==> config.mk <==
export PLATFORM = sky130hd
export DESIGN_NAME = alu_extender_flipflop32
export DESIGN_NICKNAME = d
export VERILOG_FILES = /design/src/rtl/alu_extender_flipflop32.sv
export SDC_FILE = /design/constraint.sdc
export NUM_CORES = 1
export LEC_CHECK = 0
export CORE_UTILIZATION = 50
export CTS_CLUSTER_DIAMETER = 40
export DETAILED_ROUTE_END_ITERATION = 6
export PLACE_DENSITY = 0.78
export SLEW_MARGIN = 20
export SYNTH_ARGS = -nofsm -noshare
export SYNTH_HDL_FRONTEND = slang
export SYNTH_SLANG_ARGS = --single-unit
==> constraint.sdc <==
create_clock -name clk -period 7.1 [get_ports clk]
set_clock_uncertainty 0.15 [all_clocks]
set_input_delay 0.71 -clock clk [delete_from_list [all_inputs] [get_ports clk]]
set_output_delay 0.71 -clock clk [all_outputs]
set_load 0.005 [all_outputs]
==> src/rtl/alu_extender_flipflop32.sv <==
// Execute-stage arithmetic slice: 14-to-32-bit immediate extender, 4-bit-controlled ALU
// with zero/negative/positive flags, and an enable-gated result register with async clear.
module alu_extender_flipflop32 (
   input  logic        clk,
   input  logic        reset,
   input  logic [31:0] a,
   input  logic [31:0] b,
   input  logic [13:0] imm_in,
   input  logic        ext_ctrl,
   input  logic        src_imm,
   input  logic [3:0]  alu_control,
   input  logic        en,
   input  logic        write_en,
   output logic [31:0] imm_out,
   output logic [31:0] y,
   output logic        zero,
   output logic        negative,
   output logic        positive,
   output logic [31:0] result_q
);

   typedef enum logic [3:0] {
      OP_ADD  = 4'b0000,
      OP_SUB  = 4'b0001,
      OP_AND  = 4'b0010,
      OP_OR   = 4'b0011,
      OP_XOR  = 4'b0100,
      OP_NOR  = 4'b0101,
      OP_SLL  = 4'b0110,
      OP_SRL  = 4'b0111,
      OP_SRA  = 4'b1000,
      OP_SLT  = 4'b1001,
      OP_SLTU = 4'b1010,
      OP_PASS = 4'b1011
   } alu_op_t;

   alu_op_t     op;
   logic [31:0] opb;
   logic [4:0]  shamt;

   assign imm_out = ext_ctrl ? {{18{imm_in[13]}}, imm_in} : {18'b0, imm_in};
   assign opb     = src_imm ? imm_out : b;
   assign shamt   = opb[4:0];
   assign op      = alu_op_t'(alu_control);

   always_comb begin
      // NOTE: y gets a default before the case so no path leaves it unassigned (no latch).
      y = 32'h0;
      if (en) begin
         case (op)
            OP_ADD:  y = a + opb;
            OP_SUB:  y = a - opb;
            OP_AND:  y = a & opb;
            OP_OR:   y = a | opb;
            OP_XOR:  y = a ^ opb;
            OP_NOR:  y = ~(a | opb);
            OP_SLL:  y = a << shamt;
            OP_SRL:  y = a >> shamt;
            OP_SRA:  y = $signed(a) >>> shamt;
            OP_SLT:  y = {31'b0, $signed(a) < $signed(opb)};
            OP_SLTU: y = {31'b0, a < opb};
            OP_PASS: y = opb;
            default: y = 32'h0;
         endcase
      end
   end

   // Flags are gated by en: with en=0 y is forced to zero, yet zero must also read 0.
   assign zero     = en & (y == 32'h0);
   assign negative = en & y[31];
   assign positive = en & ~y[31] & (y != 32'h0);

   always_ff @(posedge clk or posedge reset) begin
      // NOTE: sequential state uses non-blocking assignment so every register samples pre-edge values.
      if (reset)
         result_q <= 32'h0;
      else if (write_en)
         result_q <= y;
   end

endmodule

==> results.cfg, run 1 <==
[outcome]
status = complete, no violations

[floorplan]
ios = 187
die-area_um2 = 25400
core.rowCount = 57
core_area_um2 = 24300
initial_core_util = 0.509
die_height_um = 159
die-width_um = 159

[synthesis]
yosysWarnings = 0
synth.mux.area_fraction = 0.207
synth-simple-area-share = 0.189
syn-num-nets = 1864
yosysUniqueCellTypes = 91
synth_edf_count = 0
synth_area_um2 = 12400
async_reset_ff_frac = 1.00
synth_compound_area_frac = 0.323
synth_top_family_by_area = compound AO/OA/AOI/OAI gates
synth_flop_cell = dfrtp_1
ys_seq_elements = 32
synth-adder-area-share = 0.110
synth_top_cell_area_share = 0.107
synth_area_per_cell_um2 = 7.42
syn-instance-count = 1668
synthXorXnorAreaFrac = 0.0127
synth_seq_area_share = 0.0647
synth.area.top_cells = ha_1, mux4_2, dfrtp_1
yosys.area.top_type = ha_1

[sta]
drv_slew = 0
fmax_ghz = 0.144
relSlewSlack = 0.184
setup_slack_ns = 0.175
tightest_slew_ns = 1.22
period_needed_ns = 6.93
fin_setup_tns_ns = 0
hold_viol = 0
rsz0062_at_grt = false
setup_violations = 0
finalCritPeriodShare = 0.975

[clocking]
cts_hold_buf = 0
clock_path_buffers = 2
cts_sinks = 32
clk_latency_ns = 0.29
numCtsBuffers = 5
cts.reportedPaths.clkPinSlew_ns = 0.05
cts-root-buf = clkbuf_16
cts_tree = built
htreeDepth = 2

[route]
drc = 0
wl_per_cell_um = 29.6
drt_iter0_markers = 2611
vias_per_cell = 7.32
vias = 15800
postRouteAntennaNets = 0
finalWirelength_um = 63800
first_pass_iters = 7

[power]
leakage_nw = 6.20
p_total_mw = 1.86
powerDensity_nw_per_um2 = 123
ir_drop_v = 0.000134

[setup_path]
cp.buffers_inverters = 4
cp_cell_sequence = clkdlybuf4s50_1, mux2i_4, buf_4, ha_1, o21bai_1, nand2_1, and2_1, a211o_1, a21oi_1, o22ai_1, or4_1, or3_1, or4_1, nor4_2, buf_4, and3_1, clkdlybuf4s50_1
critPathSlowestCell = clkdlybuf4s50_1
reg2reg_depth = 1
worstSetupPathType = in -> out
cp_max_fo = 14
cp.depth = 17
startpoint_type = input port
path_delay_family = simple AND/OR/NAND/NOR gates
reg2reg_slack_ns = 6.17
worstPathArrival_ns = 6.07
cp_data_required_time_ns = 6.24
crit_path_max_incr_delay_ns = 0.53
worstSetupEndpointType = output pin

[grt]
track_usage = 0.490
grt_pass1_vias = 15000
antenna_found_initial = 1
grt_pass1_wl_um = 94400
overflow = 0
grt_start_max_net_pins = 51

[cells_and_area]
largest_registers = result_q x32
multi_input_area_um2 = 10500
regArea_um2 = 801
area_growth_pct = 22.4
nFillCells = 2253
drive_above_1_share = 0.145
antennaDiodeCount = 0
largest_reg_flops = 32
nNetsFinal = 2026
top_register = result_q

[worst_hold_path]
worstHoldPathType = reg -> reg
holdPathStages = 1

[placed_design]
post-place-ws_ns = 0.273
portBuffers = 186
globalplace.congestion = 1.09
dp_hpwl_um = 50200

[run]
maxCapViolCount = 0
-- area by class of cell --
type | instances | area share
Multi-Input combinational cell | 1372 | 0.693
Tap cell | 324 | 0.0268
Clock buffer | 8 | 0.00966
Inverter | 99 | 0.0247
Timing Repair Buffer | 320 | 0.193
Sequential cell | 32 | 0.0529
-- per-stage QoR --
step	instance area (um^2)	utilization	hold WS (ns)	std cells
2_1_floorplan	12400	-	0.355	1668
3_3_place_gp	15000	0.616	0.337	2147
3_5_place_dp	15000	0.616	0.346	2147
4_1_cts	15100	0.622	0.365	2155
5_1_grt	15100	0.623	0.372	2155
6_report	15100	0.623	0.358	2155
-- per-layer routing --
layer	GRT usage	share of wire	vias to the layer above
li1	-	-	6683
met1	0.626	0.37	7438
met2	0.733	0.42	1355
met3	0.153	0.15	302
met4	0.272	0.067	0
met5	0	0	-
-- placed cells by master (no fill, tap or decap), types with 17 or more instances in the layout --
cell type	instances
nand3_1	37
o221ai_1	18
mux2i_1	77
nor2b_1	18
a21oi_1	146
nor2_1	114
o21ai_0	88
xnor2_1	17
a211oi_1	37
dfrtp_1	32
ha_1	106
o22ai_1	27
a31oi_1	26
a21o_1	29
nor3_1	49
o31ai_1	20
o211ai_1	27
buf_4	129
nand2_1	146
mux2_2	41
mux4_2	52
inv_1	93
clkdlybuf4s50_1	184
-- cells in the mapped netlist, drive strengths merged (27+ instances only) --
cell type,instances
dfrtp,32
a21oi,146
clkbuf,101
a21o,29
nor2,114
nor3,51
buf,64
nand3,37
o22ai,27
a211oi,37
inv,96
mux2,41
o21ai,89
nand2,146
mux2i,83
mux4,54
o211ai,27
ha,106
-- power by group --
part	total, mW	switching [mW]	leakage, nW	internal, mW
clock	0.230	0.0901	0.0712	0.140
sequential	0.213	0.0111	0.430	0.202
combinational	1.42	0.851	5.70	0.569
total	1.86	0.952	6.20	0.911
-- what timing repair did --
action | CTS | global route
buffers inserted | 0 | 0
setup endpoints to repair | 0 | 2
resized for setup | 0 | 4
-- logic make-up after synthesis --
group           count (synthesis)
simple gates                  482
buf+inv                       264
flops                          32
fa+ha+maj                     108
xor+xnor                       18
mux                           178
compound gates                586
-- path summary, 6_finish.rpt --
kind,startpoint,endpoint
max,imm_in[1],zero
min in group asynchronous,reset,result_q[28]
max in group asynchronous,reset,result_q[19]
min,result_q[26],result_q[26]
max reg2reg,result_q[5],result_q[5]
min reg2reg,result_q[26],result_q[26]
No activity file was read; power rests on OpenSTA's default activity.
==> inputs of run 2 (changes only) <==
- PLACE_DENSITY: 0.78 -> 0.75
- clock period: 7.1 -> 7.9 ns (I/O delays scaled with it)
==> run 2 against run 1 <==
Against the previous run: the flow now finishes with violations (DRC); first-iteration DRC count is 10% lower; sequential share of layout area is 0.16 points higher; total power is 13% lower; register-to-register slack better by 0.81 ns; worst setup slack worse by 0.0094 ns; critical path depth is 1 lower; die area stayed put; combinational power is 14% lower; final cell count is 2.4% lower.
==> results.cfg, run 2 (same netlist as run 1, synthesis figures left out) <==
[clocking]
cts_hold_buf = 0
htreeDepth = 2
clk_latency_ns = 0.28
cts-root-buf = clkbuf_16
numCtsBuffers = 5
post-cts-setup-buffer-count = 0
cts.repair.resized = 0
cts_tree = built
cts_sinks = 32
cts.reportedPaths.clkPinSlew_ns = 0.05
clock_path_buffers = 2

[placed_design]
dp_hpwl_um = 48100
portBuffers = 186
globalplace.congestion = 1.09

[sta]
fin_setup_tns_ns = 0
finalCritPeriodShare = 0.979
period_needed_ns = 7.73
drv_slew = 0
setup_violations = 0
whs_ns = 0.356
relSlewSlack = 0.230
hold_viol = 0
fmax_ghz = 0.129
tightest_slew_ns = 1.15
rsz0062_at_grt = false

[setup_path]
worstSetupPathType = in -> out
cp_cell_sequence = buf_2, mux2i_4, inv_2, buf_4, nor3_2, mux2i_1, a22oi_1, o32ai_1, nor4_1, buf_4, nand3_1, or4_1, nor4_1, a41o_1, and3_1, clkdlybuf4s50_1
crit_path_max_incr_delay_ns = 0.72
cp_max_fo = 36
worstPathArrival_ns = 6.79
worstSetupEndpointType = output pin
cp_data_required_time_ns = 6.96
reg2reg_depth = 1
critPathSlowestCell = nor3_2
startpoint_type = input port

[floorplan]
ios = 187
die-width_um = 159
die_height_um = 159
core_area_um2 = 24300
core.rowCount = 57
die-area_um2 = 25400
initial_core_util = 0.509

[power]
internal-power_uw = 802
p_sw_uw = 827
ir_drop_v = 0.0000980
switching_share = 0.508
powerDensity_nw_per_um2 = 111
leakage_nw = 5.93
p_seq_frac = 0.117
clock_power_share = 0.136
combPwrFrac = 0.746

[cells_and_area]
drive_above_1_share = 0.119
top_register = result_q
largest_reg_flops = 32
nNetsFinal = 1974
final_common_cell = clkdlybuf4s50_1
area_growth_pct = 18.7
mostFrequentLayoutCells = clkdlybuf4s50_1, nand2_1, a21oi_1
largest_registers = result_q x32

[route]
first_pass_iters = 7
wl_per_cell_um = 29.6
vias_per_cell = 7.43
vias = 15600
postRouteAntennaNets = 0
finalWirelength_um = 62300
drt_iter0_markers = 2344
drc = 15

[worst_hold_path]
holdPathStages = 1
worstHoldPathType = reg -> reg

[run]
maxCapViolCount = 0

[grt]
grt_start_max_net_pins = 51
antenna_found_initial = 2
grt_pass1_wl_um = 91800
track_usage = 0.474
grt_pass1_vias = 14400
overflow = 0

[outcome]
violations = DRC
status = complete, but fails checks
## run 2: changes by cell type in the layout (fill, tap and decap cells not counted), sizes merged
| cell | delta |
|---|---|
| buf | -52 |
| bufinv | +1 |
| clkbuf | -2 |
| clkinv | +1 |
| diode | +1 |
## run 2: metrics by stage
step,power [mW],area [um^2],cells,util,setup slack [ns]
2_1_floorplan,0.906,12400,1668,-,0.902
3_3_place_gp,1.34,14500,2095,0.597,0.656
3_5_place_dp,1.35,14500,2095,0.597,0.531
4_1_cts,1.58,14700,2103,0.604,0.491
5_1_grt,1.69,14700,2103,0.604,0.0208
6_report,1.63,14700,2104,0.604,0.165
## run 2: power groups by stage
stage | Clock, mW | Sequential (mW) | Combinational (mW)
2_1_floorplan | 0 | 0.195 | 0.711
3_3_place_gp | 0 | 0.192 | 1.15
3_5_place_dp | 0 | 0.193 | 1.15
4_1_cts | 0.225 | 0.191 | 1.16
5_1_grt | 0.231 | 0.193 | 1.26
6_report | 0.222 | 0.191 | 1.22
## run 2: worst paths after layout
path                                   start           end  slack, ns
worst max-delay path                 src_imm          zero       0.17
worst min-delay path            result_q[13]  result_q[13]       0.36
worst max register to register   result_q[4]   result_q[4]       6.98
worst min register to register  result_q[13]  result_q[13]       0.36
max in group asynchronous              reset  result_q[13]       6.55
min in group asynchronous              reset  result_q[26]       0.75
## run 2: routing by layer
| metal | track usage | vias to the layer above | wire [um] |
|---|---|---|---|
| met5 | 0 | - | 0 |
| met4 | 0.257 | 0 | 4380 |
| met3 | 0.100 | 309 | 8450 |
| met1 | 0.632 | 7364 | 23300 |
| met2 | 0.713 | 1380 | 26200 |
| li1 | - | 6582 | - |
## run 2: layout make-up
cell class	instances	area, um^2
diodes	1	2.50
clock buffers	6	129
clock inverters	2	35.0
fillers	2237	9630
inverters	99	374
multi-input cells	1372	10500
flip-flops and latches	32	801
well taps	324	405
repair buffers	268	2480
## run 2: worst max-delay path: cells and delay by family
kind            cells  cell delay (ns)
simple gates        6             2.57
buf+inv             5             1.63
compound gates      3             1.08
mux                 2             0.69
==> RTL change, RTL diff (config.mk and constraints of run 2) <==
Put a register stage on the outputs `zero`, `negative` and `positive`, cleared by the reset. The values now appear one clock later. The other outputs are not delayed to match.
--- a/src/rtl/alu_extender_flipflop32.sv
+++ b/src/rtl/alu_extender_flipflop32.sv
@@ -66,9 +66,17 @@
    end
 
    // Flags are gated by en: with en=0 y is forced to zero, yet zero must also read 0.
-   assign zero     = en & (y == 32'h0);
-   assign negative = en & y[31];
-   assign positive = en & ~y[31] & (y != 32'h0);
+   always_ff @(posedge clk or posedge reset) begin
+      if (reset) begin
+         zero     <= '0;
+         negative <= '0;
+         positive <= '0;
+      end else begin
+         zero     <= en & (y == 32'h0);
+         negative <= en & y[31];
+         positive <= en & ~y[31] & (y != 32'h0);
+      end
+   end
 
    always_ff @(posedge clk or posedge reset) begin
       // NOTE: sequential state uses non-blocking assignment so every register samples pre-edge values.
Formal check against the unedited RTL: not equivalent (Yosys sat finds a counterexample within 4 cycles, from zero or initial values and one cycle with reset high).
==> RTL change against run 2 <==
The run still ends with DRC left; sequential cell count rose by 3; cell count fell by 2.9%; area after synthesis fell by 0.84%; cell area fell by 1.7%; power rose by 1.8%; sequential share of layout area rose by 0.62 points; via count fell by 2.9%; worst setup slack improved by 750 ps; count of clock-buffer cells in the layout fell by 1; non-clock buffer count fell by 21; largest power group unchanged; clock power rose by 6%; wire length barely moved.
==> RTL change: results (changes against run 2) <==
metric,value,unit,change
status,finished with violations,,
violations,DRC,,
worst_ep_arrival_time,6040,ps,-750 ps
drive_above_1_share,0.113,,-0.00517
rrSetupSlack,6960,ps,-20 ps
fillers,2181,,-2.5%
critPathMaxFanout,20,,-44%
worst_hold_slack,354,ps,-1.36 ps
grt_usage,0.490,,+0.0162
r2r-end,result_q[14],,
drc_errors,34,,+19
async_reset_ff_frac,1.00,,unchanged
p_leak,0.00587,uW,-0.93%
synth.yosys.seq_area_share,0.0714,,+0.00667
worstHoldStart,result_q[11],,
r2r_start,result_q[14],,
clk_latency,280,ps,about the same
yosys.cell_types.count,88,,-3.3%
place_ws,1250,ps,+718 ps
min_to,result_q[11],,
grt_pass1_vias,13900,,-3.3%
grt_pass1_wl,89800,um,-2.1%
peakVddDrop,0.0000943,V,-3.7%
fin_nets,1912,,-3.1%
hpwl,47300,um,-1.7%
grt_max_degree,47,,-7.8%
drtIter0Drc,2596,,+11%
synth_nets,1820,,-2.4%
gp_congestion,1.14,,+5.0%
vias,15200,,-2.9%
[RTL change: cell count changes in the layout (fill, tap and decap cells not counted), sizes merged, moves of 10 or more]
cell	delta
a21oi	-14
buf	-22
nand2	-10
nor3	-15
o21a	+13
[RTL change: per-stage QoR]
step | total power (uW) | instance area (um2) | std cells
2_1_floorplan | 912 | 12300 | 1626
3_3_place_gp | 1340 | 14200 | 2028
3_5_place_dp | 1350 | 14200 | 2028
4_1_cts | 1590 | 14400 | 2036
5_1_grt | 1720 | 14400 | 2038
6_report | 1660 | 14400 | 2042
[RTL change: cell type report]
class                           instances  area [um2]  share of cell area
Sequential cell                        35         876              0.0607
Clock buffer                            5         125             0.00867
Multi-Input combinational cell       1329       10300               0.713
Inverter                              100         383              0.0265
Timing Repair Buffer                  247        2310               0.160
Clock inverter                          3        47.5             0.00329
Antenna cell                            4        10.0            0.000693
Tap cell                              319         399              0.0276
[RTL change: cell families after synthesis]
logic type | Yosys count | share of synthesized area
adders and majority gates | 106 | 0.109
DFF | 35 | 0.0714
muxes | 177 | 0.215
xor gates and xnor gates | 22 | 0.0157
and+or+nand+nor | 455 | 0.179
AOI/OAI and AO/OA | 569 | 0.315
buffers and inverters | 262 | 0.0952
[RTL change: how the worst max path moves through the flow]
stage	slack (ps)	start	endpoint
floorplan	1760	src_imm	positive
global placement	1350	src_imm	y[31]
detailed placement	1250	src_imm	y[31]
CTS	1220	src_imm	y[31]
global route	700	src_imm	y[31]
finish	920	src_imm	y[31]
[RTL change: layer usage]
layer / vias to the layer above / wire (um) / GRT usage
met1: 7118 / 22800 / 0.613
met5: - / 29 / 0.00828
li1: 6362 / - / -
met4: 4 / 4810 / 0.300
met2: 1375 / 25100 / 0.692
met3: 328 / 9450 / 0.204
[RTL change: power breakdown]
part | switching [uW] | internal [uW]
Sequential | 9.64 | 199
Clock | 84.2 | 151
Combinational | 750 | 465
Total | 844 | 814
[RTL change: critical path: stages]
cell and delay, ps:
buf_2 490, buf_4 400, clkinv_1 120, buf_4 220
a21oi_1 270, ha_1 400, nand2_1 220, or3_1 410
o31ai_1 750, a31oi_1 240, a21boi_0 400, o21ai_0 130
a221oi_1 360, o21ai_0 140, and2_1 230, clkdlybuf4s50_1 450
